## config.mk

```make
export PLATFORM = sky130hd
export DESIGN_NAME = exc_irq_ctrl
export DESIGN_NICKNAME = d
export VERILOG_FILES = /design/src/rtl/pipeline_pkg.sv /design/src/rtl/irq_mask_counter.sv /design/src/rtl/exc_irq_ctrl.sv
export SDC_FILE = /design/constraint.sdc
export NUM_CORES = 1
export LEC_CHECK = 0
export ABC_AREA = 1
export CAP_MARGIN = 20
export CORE_ASPECT_RATIO = 1.5
export CORE_MARGIN = 2
export CORE_UTILIZATION = 26
export DETAILED_ROUTE_END_ITERATION = 6
export HOLD_SLACK_MARGIN = 0.1
export PLACE_DENSITY = 0.8
export RECOVER_POWER = 25
export SYNTH_ARGS = -nofsm -noshare
export SYNTH_HDL_FRONTEND = slang
export SYNTH_SLANG_ARGS = --single-unit
export TNS_END_PERCENT = 5
```

## constraint.sdc

```tcl
create_clock -name clk -period 1.57 [get_ports clk]
set_clock_uncertainty 0.15 [all_clocks]
set_input_delay 0.3925 -clock clk [delete_from_list [all_inputs] [get_ports clk]]
set_output_delay 0.3925 -clock clk [all_outputs]
set_load 0.05 [all_outputs]
```

## src/rtl/pipeline_pkg.sv

```systemverilog
// Types, encodings and vector defaults shared by the pipeline exception logic.
package pipeline_pkg;

    typedef enum logic [1:0] {
        ST_IDLE    = 2'd0,
        ST_TAKE    = 2'd1,
        ST_HANDLER = 2'd2,
        ST_RETURN  = 2'd3
    } exc_state_e;

    typedef enum logic {
        CAUSE_IRQ = 1'b0,
        CAUSE_EXC = 1'b1
    } exc_cause_e;

    localparam logic [2:0]  PCSRC_NONE      = 3'd0;
    localparam logic [2:0]  PCSRC_IRQ       = 3'd4;
    localparam logic [2:0]  PCSRC_EXC       = 3'd5;
    localparam logic [4:0]  XP_REG          = 5'd26;
    localparam logic [31:0] IRQ_VEC_DEFAULT = 32'h8000_0004;
    localparam logic [31:0] EXC_VEC_DEFAULT = 32'h8000_0008;

    // Bit 31 of a PC+4 marks kernel space; either ID or EX in kernel blocks a take.
    function automatic logic is_kernel(input logic pc4_id_msb, input logic pc4_ex_msb);
        return pc4_id_msb | pc4_ex_msb;
    endfunction

endpackage

```

## src/rtl/irq_mask_counter.sv

```systemverilog
// Saturating down-counter with synchronous load; load wins over decrement.
module irq_mask_counter #(
    parameter int unsigned WIDTH = 4
) (
    input  logic             clk,
    input  logic             reset,
    input  logic             load,
    input  logic [WIDTH-1:0] load_val,
    output logic             is_zero
);

    logic [WIDTH-1:0] cnt_d;
    logic [WIDTH-1:0] cnt_q;

    always_comb begin
        cnt_d = cnt_q;
        if (load) begin
            cnt_d = load_val;
        end else if (cnt_q != '0) begin
            cnt_d = cnt_q - WIDTH'(1);
        end
    end

    always_ff @(posedge clk) begin
        if (reset) begin
            cnt_q <= '0;
        end else begin
            cnt_q <= cnt_d;
        end
    end

    assign is_zero = (cnt_q == '0);

endmodule

```

## src/rtl/exc_irq_ctrl.sv

```systemverilog
// Exception/interrupt take controller: issues FORWARD, flushes and the vector
// redirect, then tracks the handler until jr $26 and masks IRQs briefly after.
//
//   state   | meaning
//   IDLE    | user code running, evaluating undef / pending IRQ
//   TAKE    | one-cycle forward + flush + redirect pulse
//   HANDLER | kernel handler running, waiting for jr $26
//   RETURN  | one-cycle return, arms the post-return IRQ mask
module exc_irq_ctrl
    import pipeline_pkg::*;
#(
    parameter logic [31:0] IRQ_VEC     = IRQ_VEC_DEFAULT,
    parameter logic [31:0] EXC_VEC     = EXC_VEC_DEFAULT,
    parameter int unsigned MASK_CYCLES = 4
) (
    input  logic        clk,
    input  logic        reset,
    input  logic        irq_in,
    input  logic        undef_ID,
    input  logic        eret_ID,
    input  logic        stall_in,
    input  logic [31:0] PC4_ID,
    input  logic [31:0] PC4_EX,
    output logic        FORWARD,
    output logic        Flush_IF,
    output logic        Flush_ID,
    output logic        Flush_EX,
    output logic [2:0]  PCSrc_exc,
    output logic [31:0] ExcPC,
    output logic        irq_ack,
    output logic        in_handler
);

    exc_state_e  state_d, state_q;
    exc_cause_e  cause_d, cause_q;
    logic        pending_d, pending_q;
    logic        forward_d, forward_q;
    logic        flush_d, flush_q;
    logic [2:0]  pcsrc_d, pcsrc_q;
    logic [31:0] exc_pc_d, exc_pc_q;
    logic        irq_ack_d, irq_ack_q;
    logic        in_handler_d, in_handler_q;
    logic        mask_load;
    logic        mask_zero;
    logic        kern;
    logic        unused_pc_bits;

    assign kern           = is_kernel(PC4_ID[31], PC4_EX[31]);
    assign unused_pc_bits = ^{PC4_ID[30:0], PC4_EX[30:0]};

    irq_mask_counter #(
        .WIDTH (4)
    ) u_mask (
        .clk      (clk),
        .reset    (reset),
        .load     (mask_load),
        .load_val (4'(MASK_CYCLES)),
        .is_zero  (mask_zero)
    );

    always_comb begin
        state_d      = state_q;
        cause_d      = cause_q;
        pending_d    = pending_q | irq_in;
        forward_d    = 1'b0;
        flush_d      = 1'b0;
        pcsrc_d      = PCSRC_NONE;
        exc_pc_d     = exc_pc_q;
        irq_ack_d    = 1'b0;
        in_handler_d = 1'b0;
        mask_load    = 1'b0;
        unique case (state_q)
            ST_IDLE: begin
                // The exception is checked first so it wins over a pending IRQ.
                if (undef_ID && !kern && !stall_in) begin
                    state_d   = ST_TAKE;
                    cause_d   = CAUSE_EXC;
                    forward_d = 1'b1;
                    flush_d   = 1'b1;
                    pcsrc_d   = PCSRC_EXC;
                    exc_pc_d  = EXC_VEC;
                end else if (pending_q && !kern && !stall_in && mask_zero) begin
                    state_d   = ST_TAKE;
                    cause_d   = CAUSE_IRQ;
                    forward_d = 1'b1;
                    flush_d   = 1'b1;
                    pcsrc_d   = PCSRC_IRQ;
                    exc_pc_d  = IRQ_VEC;
                    irq_ack_d = 1'b1;
                end
            end
            ST_TAKE: begin
                if (cause_q == CAUSE_IRQ) begin
                    pending_d = 1'b0;
                end
                state_d      = ST_HANDLER;
                in_handler_d = 1'b1;
            end
            ST_HANDLER: begin
                if (eret_ID && !stall_in) begin
                    state_d = ST_RETURN;
                end else begin
                    in_handler_d = 1'b1;
                end
            end
            ST_RETURN: begin
                mask_load = 1'b1;
                state_d   = ST_IDLE;
            end
            default: state_d = ST_IDLE;
        endcase
    end

    always_ff @(posedge clk) begin
        if (reset) begin
            state_q      <= ST_IDLE;
            cause_q      <= CAUSE_IRQ;
            pending_q    <= 1'b0;
            forward_q    <= 1'b0;
            flush_q      <= 1'b0;
            pcsrc_q      <= PCSRC_NONE;
            exc_pc_q     <= IRQ_VEC;
            irq_ack_q    <= 1'b0;
            in_handler_q <= 1'b0;
        end else begin
            state_q      <= state_d;
            cause_q      <= cause_d;
            pending_q    <= pending_d;
            forward_q    <= forward_d;
            flush_q      <= flush_d;
            pcsrc_q      <= pcsrc_d;
            exc_pc_q     <= exc_pc_d;
            irq_ack_q    <= irq_ack_d;
            in_handler_q <= in_handler_d;
        end
    end

    assign FORWARD    = forward_q;
    assign Flush_IF   = flush_q;
    assign Flush_ID   = flush_q;
    assign Flush_EX   = flush_q;
    assign PCSrc_exc  = pcsrc_q;
    assign ExcPC      = exc_pc_q;
    assign irq_ack    = irq_ack_q;
    assign in_handler = in_handler_q;

endmodule

```

==> summary.md, run 1 <==
| Metric | Value |
|---|---|
| Fin. max-slew vios | `0` |
| Hold WC Path Type | `flip-flop to flip-flop` |
| CTS Buf Count | `3` |
| Clk slew on worst S/H paths | `0.05 ns` |
| Most frequent cells in the layout | `31 x conb_1, 13 x dfxtp_1, 12 x inv_1` |
| # nets final | `between 200 and 250` |
| Cts hold-fix bufs | `0` |
| PwrDens | `1470 nW/um^2` |
| Mux cell area share after synthesis | `0` |
| Area of the multi-input gates | `445 sq um` |
| Number of max-cap violations | `0` |
| DRT antenna net count | `0` |
| DIE WIDTH | `around 53 um` |
| CTS tree | `built` |
| CP endpoint kind | `flip-flop` |
| Post-synthesis adder-cell area fraction | `0.0814` |
| Grt met3 use | `0.0233` |
| CP arrival | `1.45 ns` |
| First-pass GRT wire length | `2.53 mm` |
| Initial antenna violation count | `0` |
| Pin count of the biggest net entering global routing | `10` |
| GR Util met1 | `0.0876` |
| WL/cell | `8.00 um` |
| Clock root cell | `clkbuf_8` |
| Most common cell after layout, fill and taps aside | `conb_1` |
| Fin crit period | `1.47 ns` |
| DRC Markers | `0` |
| WS Path Type | `primary input to flip-flop` |
| Die area | `4050 sq um` |
| Max Root-Sink Buffers | `2` |
| Post-DR vias/cell | `3.69` |
| Share of layout cells above drive strength 1 | `0.239` |
| Total Wirelength | `1.41 mm` |
| Initial cell density of the core | `0.270` |
| Largest family of logic cells by synthesized area | `buffers and inverters` |
| GP Congestion | `0.685` |
| Syn Area/Cell | `7.95 sq um` |
| Final Hold Viols | `0` |
| Syn-to-layout area delta | `21.6%` |
| Synth top area share | `0.293` |
| Clock Latency Late Sink | `0.24 ns` |
| Placed Cells | `171` |
| DR vias | `between 600 and 700` |
| Cells after synthesis | `116` |
| 1st-iter DRT viols | `6` |
| Synth Area in Compound Gates | `0.0746` |
| Row count | `26` |
| Number of global-route vias before repair | `between 600 and 700` |
| Seq/Total Area, Yosys | `0.282` |
| Port bufs | `17` |
| Final cycle utilization of the critical path | `0.935` |
| Hold slack final | `0.338 ns` |
| RSZ-0062 raised after global routing | `no` |
| Final std cells w/o fill | `176` |
| H-Tree Depth | `1` |
| VDD IR-drop max | `433 uV` |
| Grt total ovfl | `0` |
| Fillers | `383` |
| CTS Sinks | `13` |
| Setup violations, final | `0` |
| Total GRT Usage | `0.0822` |
| Outcome | `complete, no violations` |
| Pwr Total | `0.00165 W` |
| Achievable Freq | `between 0.6 and 0.7 GHz` |
| Fin Setup TNS | `0 ns` |
| Num ports | `111` |
| Die H | `76.9 um` |
| Synth Cell Area | `922 sq um` |
| GRT Max-Usage Layer | `met2` |
| # diodes | `0` |
| Synth Warn # | `0` |
| Largest cells by area after synthesis | `buf_4 29%, dfxtp_1 28%, ha_1 8.1%, inv_1 4.9%, nand2_1 3.7%` |
| Placed wire-length estimate | `around 1.2 mm` |
| Netlist cell types | `23` |
| DRT Pass-1 Iters | `4` |
| Most area-hungry cell type in the Yosys netlist | `buf_4` |
| Register cell area after layout | `260 sq um` |
| #FFs+latches synth | `13` |
| Worst Setup Start Kind | `primary input` |
| Leakage Power | `roughly 0.56 nW` |
| CP required | `approximately 1.6 ns` |
| Crit Path Max Fanout | `4` |
| Core area | `3420 sq um` |
| Met2 Usage GRT | `0.139` |
| Xor/xnor share of the synthesized area | `0.00950` |
| Post-synthesis simple-gate area fraction | `0.189` |
==> state kept, by name, summed over array words and instances, names as in the netlist <==
register / flops
pending_q: 1
state_q: 2
u_mask.cnt_q: 4
in_handler: 1
PCSrc_exc: 2
irq_ack: 1
ExcPC: 2
==> cell families (layout without fill, tap and decap cells) <==
kind of cell	Yosys count	count (layout)
buffers and inverters	51	40
flip-flops	13	13
other	2	31
AO/OA/AOI/OAI	11	11
adder cells (fa/ha/maj)	6	6
XOR/XNOR	1	1
AND/OR/NAND/NOR	32	32
==> per-layer routing <==
metal,wire length [um],part of all wire
met3,134,0.095
met2,709,0.50
met4,36,0.026
met5,0,0
met1,527,0.37
==> synthesized netlist by cell type, drive strengths merged <==
cell type	number
nor2	12
nor3	1
a21oi	6
nand2	12
ha	6
xor2	1
o21bai	1
o22ai	1
nor4	2
dfxtp	13
buf	37
conb	2
nand3	5
o21ai	2
a211oi	1
inv	14
==> final timing paths <==
check	start	to	slack, ns	cells after the start
max	undef_ID	state_q[1]$_SDFFE_PP0P_	0.10	8
min	u_mask.cnt_q[1]$_SDFFE_PP0P_	u_mask.cnt_q[1]$_SDFFE_PP0P_	0.34	2
max reg2reg	u_mask.cnt_q[0]$_SDFFE_PP0P_	state_q[1]$_SDFFE_PP0P_	0.14	9
min reg2reg	u_mask.cnt_q[1]$_SDFFE_PP0P_	u_mask.cnt_q[1]$_SDFFE_PP0P_	0.34	2
==> what timing repair did <==
action                     CTS  global route
gates resized for setup      0             2
buffers inserted             0             1
setup endpoints to repair    0             3
==> critical path, stage by stage <==
cell and delay (ns):
clkdlybuf4s50_1 0.46, inv_1 0.05, nor2_2 0.11, nand3_2 0.13, nand3_2 0.14, nand3_1 0.08
nand2_1 0.07, nor2_1 0.04
==> stage by stage <==
| stage | utilization | worst slack (ns) | instance area, sq um |
|---|---|---|---|
| 6_report | 0.328 | 0.103 | 1120 |
| 5_1_grt | 0.328 | 0.0170 | 1120 |
| 4_1_cts | 0.338 | 0.0877 | 1150 |
| 3_5_place_dp | 0.325 | -0.171 | 1110 |
| 3_3_place_gp | 0.325 | -0.145 | 1110 |
| 2_1_floorplan | - | 0.0739 | 1030 |
==> power breakdown <==
group,total (W),internal [W],switching (W)
Clock,0.000294,0.000179,0.000115
Combinational,0.000884,0.000297,0.000587
Sequential,0.000474,0.000414,0.0000596
==> area by class of cell <==
type,count,area share
Tap cell,42,0.0469
Clock buffer,4,0.0402
Sequential cell,13,0.232
Multi-Input combinational cell,81,0.397
Inverter,14,0.0469
Timing Repair Buffer,22,0.237
Note: power is estimated with default switching activity, not from simulation.
==> run 2: changes to the inputs <==
- CORE_ASPECT_RATIO: 1.5 -> unset
- CORE_UTILIZATION: 26 -> 50
- DONT_BUFFER_PORTS: unset -> 1
- PLACE_DENSITY: 0.8 -> unset
- REMOVE_ABC_BUFFERS: unset -> 1
==> summary.md, run 2 (same netlist as run 1, synthesis figures left out) <==
| Metric | Value |
|---|---|
| Outcome | `complete, no violations` |
| Worst Tran Pin Value | `0.508 ns` |
| # diodes | `0 (unchanged)` |
| Total GRT Usage | `0.116 (+0.0339)` |
| DIE WIDTH | `46.9 um (-11%)` |
| Port bufs | `0 (-17)` |
| CTS tree | `built` |
| H-Tree Depth | `1 (unchanged)` |
| Fin crit period | `1.47 ns (-0.00100 ns)` |
| DRT antenna net count | `0 (unchanged)` |
| First-pass GRT wire length | `1.71 mm (-32%)` |
| Die area | `2200 sq um (-46%)` |
| Most flops, register | `u_mask.cnt_q` |
| Row count | `15 (-42%)` |
| Num ports | `111 (unchanged)` |
| Max Root-Sink Buffers | `2 (unchanged)` |
| CP required | `1.03 ns (-0.53 ns)` |
| Hold WC Path Type | `primary input to flip-flop` |
| Final std cells w/o fill | `140 (-20%)` |
| Post-CTS setup buffer count | `0 (unchanged)` |
| Setup violations, final | `0 (unchanged)` |
| PwrDens | `1710 nW/um^2 (+16%)` |
| Crit Path Max Fanout | `2 (-2)` |
| Clock Latency Late Sink | `0.28 ns (+0.04 ns)` |
| RSZ-0062 raised after global routing | `no` |
| WL/cell | `8.81 um (+10%)` |
| Fin. max-slew vios | `0 (unchanged)` |
| CTS Sinks | `13 (unchanged)` |
| Die H | `46.9 um (-39%)` |
| Core area | `1730 sq um (-49%)` |
| Most common cell after layout, fill and taps aside | `conb_1` |
| Clk slew on worst S/H paths | `0.08 ns (+0.03 ns)` |
| 1st-iter DRT viols | `6 (unchanged)` |
| CTS Buf Count | `3 (unchanged)` |
| Final Hold Viols | `0 (unchanged)` |
| WS Path Type | `flip-flop to output port` |
| Max reg flops | `4 (unchanged)` |
| Total Wirelength | `1.23 mm (-12%)` |
| Number of global-route vias before repair | `415 (-31%)` |
| Leakage Power | `0.434 nW (-22%)` |
| Initial cell density of the core | `0.534 (+0.264)` |
| Worst Setup Start Kind | `flip-flop` |
| Number of max-cap violations | `0 (unchanged)` |
| Most frequent cells in the layout | `31 x conb_1, 12 x dfxtp_1, 12 x inv_1` |
| Fillers | `189 (-51%)` |
| DR vias | `571 (-12%)` |
| Worst slew margin | `0.661` |
| Share of layout cells above drive strength 1 | `0.165 (-0.0736)` |
| Syn-to-layout area delta | `-7.60%` |
| Post-DR vias/cell | `4.08 (+11%)` |
| CP endpoint kind | `output port` |
| Post-CTS Resized | `0 (unchanged)` |
| VDD IR-drop max | `1100 uV (+150%)` |
| DRT Pass-1 Iters | `2 (-2)` |
| Placed wire-length estimate | `996 um (-19%)` |
| Grt total ovfl | `0 (unchanged)` |
| CP arrival | `0.92 ns (-0.53 ns)` |
| Fin Setup TNS | `0 ns (unchanged)` |
| Placed Cells | `135 (-21%)` |
| GP Congestion | `0.663 (-3.1%)` |
| Achievable Freq | `0.682 GHz (about the same)` |
| Clock root cell | `clkbuf_4` |
| # nets final | `192 (-9.0%)` |
| Final cycle utilization of the critical path | `0.934 (about the same)` |
| DRC Markers | `0 (unchanged)` |
| Pin count of the biggest net entering global routing | `10 (unchanged)` |
| Initial antenna violation count | `0 (unchanged)` |
==> run 2: changes by cell type in the layout (fill, tap and decap cells not counted), sizes merged <==
| cell | delta |
|---|---|
| clkbuf | -3 |
| clkdlybuf4s50 | -6 |
| buf | -10 |
| dlygate4sd3 | +1 |
| dlymetal6s2s | -1 |
==> run 2: worst paths after layout <==
| kind | startpoint | endpoint | slack [ns] | depth (start not counted) |
|---|---|---|---|---|
| setup / recovery | ExcPC[2]$_SDFFE_PP1P_ | ExcPC[2] | 0.10 | 0 |
| hold / removal | irq_in | pending_q$_SDFF_PP0_ | 0.12 | 2 |
| setup reg to reg | u_mask.cnt_q[0]$_SDFFE_PP0P_ | ExcPC[3]$_SDFFE_PP0P_ | 0.11 | 9 |
| hold reg to reg | u_mask.cnt_q[1]$_SDFFE_PP0P_ | u_mask.cnt_q[1]$_SDFFE_PP0P_ | 0.34 | 2 |
==> run 2: power breakdown <==
part | switching, W | internal (W) | leakage (nW)
combinational | 0.000528 | 0.000213 | 0.312
clock | 0.000114 | 0.0000987 | 0.0150
sequential | 0.0000865 | 0.000413 | 0.107
total | 0.000728 | 0.000725 | 0.434
==> run 2: stage by stage <==
| stage | setup WS [ns] | total power, W | cell area [sq um] | util | hold WS [ns] |
|---|---|---|---|---|---|
| floorplan | -0.848 | 0.00115 | 756 | - | 0.302 |
| global placement | 0.152 | 0.00123 | 816 | 0.472 | 0.309 |
| detailed placement | 0.126 | 0.00125 | 816 | 0.472 | 0.311 |
| CTS | 0.0886 | 0.00147 | 852 | 0.493 | 0.109 |
| global route | 0.0226 | 0.00156 | 852 | 0.493 | 0.129 |
| finish | 0.104 | 0.00145 | 852 | 0.493 | 0.123 |
==> run 2: what timing repair did <==
action,CTS,global route
hold endpoints to repair,10,0
hold buffers,1,0
endpoints found under the setup margin,0,0
==> run 2: layout make-up <==
class	count	area, sq um	area share
clock buffers	4	26.3	0.0308
repair buffers	3	37.5	0.0441
multi-input cells	81	443	0.520
flip-flops and latches	13	262	0.307
well taps	25	31.3	0.0367
inverters	14	52.6	0.0617
==> run 2: routing by layer <==
layer  global-route usage  routed length, um  vias to the layer above
li1                     -                  -                      293
met1                0.151                508                      250
met2                0.151                588                       26
met3               0.0731                122                        2
met4               0.0500                 13                        0
met5                    0                  0                        -
==> run 3: changes to the inputs <==
- CORE_MARGIN: 2 -> unset
- PLACE_DENSITY: unset -> 0.68
- clock period: 1.57 -> 1.3 ns (I/O delays scaled with it)
==> summary.md, run 3 (same netlist as run 1, synthesis figures left out) <==
| Metric | Value |
|---|---|
| Grt total ovfl | `0 (unchanged)` |
| Number of max-cap violations | `0 (unchanged)` |
| CP required | `0.82 ns (-0.21 ns)` |
| Row count | `15 (unchanged)` |
| Post-DR vias/cell | `4.15 (+1.8%)` |
| Hold WC Path Type | `primary input to flip-flop` |
| Number of global-route vias before repair | `516 (+24%)` |
| Final setup margin | `-0.0508 ns (-0.154 ns)` |
| Failing checks | `hold timing, setup timing` |
| Crit path buffers/inverters | `1` |
| CP startpoint | `PCSrc_exc[2]$_SDFF_PP0_` |
| RSZ-0062 raised after global routing | `yes` |
| CP delay by family, top | `flip-flops` |
| Area post-placement | `918 sq um (+13%)` |
| Worst R2R Setup Slack | `-0.04 ns (-0.15 ns)` |
| WS Path Type | `flip-flop to output port` |
| DRT Pass-1 Iters | `4 (+2)` |
| Crit-path max cell delay | `0.35 ns` |
| DRT antenna net count | `0 (unchanged)` |
| Core area | `1730 sq um (unchanged)` |
| # diodes | `0 (unchanged)` |
| Total GRT Usage | `0.137 (+0.0207)` |
| 1st-iter DRT viols | `6 (unchanged)` |
| WHS Path Cells | `1 (-1)` |
| Fin crit period | `~1.4 ns` |
| Clk slew on worst S/H paths | `0.08 ns (about the same)` |
| # nets final | `205 (+6.8%)` |
| Max Root-Sink Buffers | `2 (unchanged)` |
| Die H | `44.9 um (-4.3%)` |
| Fin. max-slew vios | `0 (unchanged)` |
| Final cycle utilization of the critical path | `1.04` |
| Hold slack final | `-0.0452 ns (-0.168 ns)` |
| Cts hold-fix bufs | `1 (unchanged)` |
| Most flops, register | `u_mask.cnt_q` |
| Crit-path slowest cell | `dfxtp_2` |
| Clock root cell | `clkbuf_4` |
| Placed wire-length estimate | `1.04 mm (+4.7%)` |
| Worst reg2reg startpoint | `u_mask.cnt_q[1]$_SDFFE_PP0P_` |
| Num ports | `111 (unchanged)` |
| Syn-to-layout area delta | `11.4%` |
| Crit Path Max Fanout | `4 (+2)` |
| CP endpoint kind | `output port` |
| Achievable Freq | `around 0.74 GHz` |
| Initial antenna violation count | `0 (unchanged)` |
| Most common cell after layout, fill and taps aside | `conb_1` |
| Pin count of the biggest net entering global routing | `12 (+2)` |
| DRC Markers | `0 (unchanged)` |
| Setup Slack @ Placement | `-0.0404 ns (-0.166 ns)` |
| Worst-case reg-to-reg path depth | `9 (unchanged)` |
| Hold_sp | `reset` |
| Port bufs | `0 (unchanged)` |
| Die area | `2020 sq um (-8.3%)` |
| Fillers | `178 (-5.8%)` |
| Outcome | `finished with violations` |
| CTS Sinks | `13 (unchanged)` |
| VDD IR-drop max | `1000 uV (-9.0%)` |
| Clock Latency Late Sink | `0.27 ns (about the same)` |
| Worst Hold Path EP | `in_handler$_SDFF_PP0_` |
| H-Tree Depth | `1 (unchanged)` |
| Most frequent cells in the layout | `31 x conb_1, 10 x dfxtp_1, 10 x inv_1, 10 x buf_4, 8 x nor2_1` |
| Finished Cell Area | `1030 sq um (+21%)` |
| DR vias | `635 (+11%)` |
| PwrDens | `2080 nW/um^2 (+22%)` |
| CP Cell Sequence | `buf_12` |
| First-pass GRT wire length | `1.99 mm (+17%)` |
| CP arrival | `0.88 ns (-0.04 ns)` |
| DIE WIDTH | `44.9 um (-4.3%)` |
| Setup violations, final | `6 (+6)` |
| Initial cell density of the core | `0.534 (unchanged)` |
| Total Wirelength | `1.46 mm (+18%)` |
| CTS tree | `built` |
| Share of layout cells above drive strength 1 | `0.336 (+0.171)` |
| Worst R2R End | `ExcPC[3]$_SDFFE_PP0P_` |
| Max reg flops | `4 (unchanged)` |
| GP Congestion | `0.716 (+7.9%)` |
| Worst Setup Start Kind | `flip-flop` |
| Final Hold Viols | `7 (+7)` |
| Leakage Power | `0.512 nW (+18%)` |
| WL/cell | `9.51 um (+8.0%)` |
| CTS Buf Count | `3 (unchanged)` |
| Pwr Total | `0.00213 W (+47%)` |
==> run 3: cell count changes in the layout (fill, tap and decap cells not counted), sizes merged <==
cell    before  now
buf          2   14
clkbuf       4    5
==> run 3: stage by stage <==
stage,utilization,TNS [ns],cells
after floorplan,-,-5.32,108
after global placement,0.532,-0.0207,147
after detailed placement,0.532,-0.146,147
after CTS,0.557,-0.326,152
after global routing,0.595,-0.821,153
final,0.595,-0.249,153
==> run 3: where the power goes <==
group          leakage [nW]  switching [W]  internal (W)
combinational         0.389       0.000817      0.000511
sequential            0.108      0.0000540      0.000502
clock                0.0150       0.000132      0.000119
==> run 3: how the worst max path moves through the flow <==
stage	slack [ns]	to	cells past startpoint
6_report	-0.05	FORWARD	1
3_3_place_gp	-0.02	state_q[0]$_SDFFE_PP0P_	8
5_1_grt	-0.11	ExcPC[3]$_SDFFE_PP0P_	9
4_1_cts	-0.06	FORWARD	1
3_5_place_dp	-0.04	state_q[1]$_SDFFE_PP0P_	8
2_1_floorplan	-1.05	FORWARD	0
==> run 3: area by class of cell <==
type | count | area (sq um) | area share
Multi-Input combinational cell | 81 | 502 | 0.488
Sequential cell | 13 | 264 | 0.257
Timing Repair Buffer | 16 | 151 | 0.147
Inverter | 14 | 52.6 | 0.0512
Tap cell | 25 | 31.3 | 0.0305
Clock buffer | 4 | 26.3 | 0.0256
==> run 3: routing by layer <==
metal	track usage	share of wire
met5	0	0
met4	0.0545	0.022
met3	0.0280	0.065
met2	0.235	0.53
met1	0.166	0.39
==> run 3: timing repair <==
action                     4_1_cts  5_1_grt
hold endpoints to repair        13       10
resized for setup                3       16
cloned                           0        0
pin swaps                        0        3
setup endpoints to repair       13       17
setup buffers                    0        1
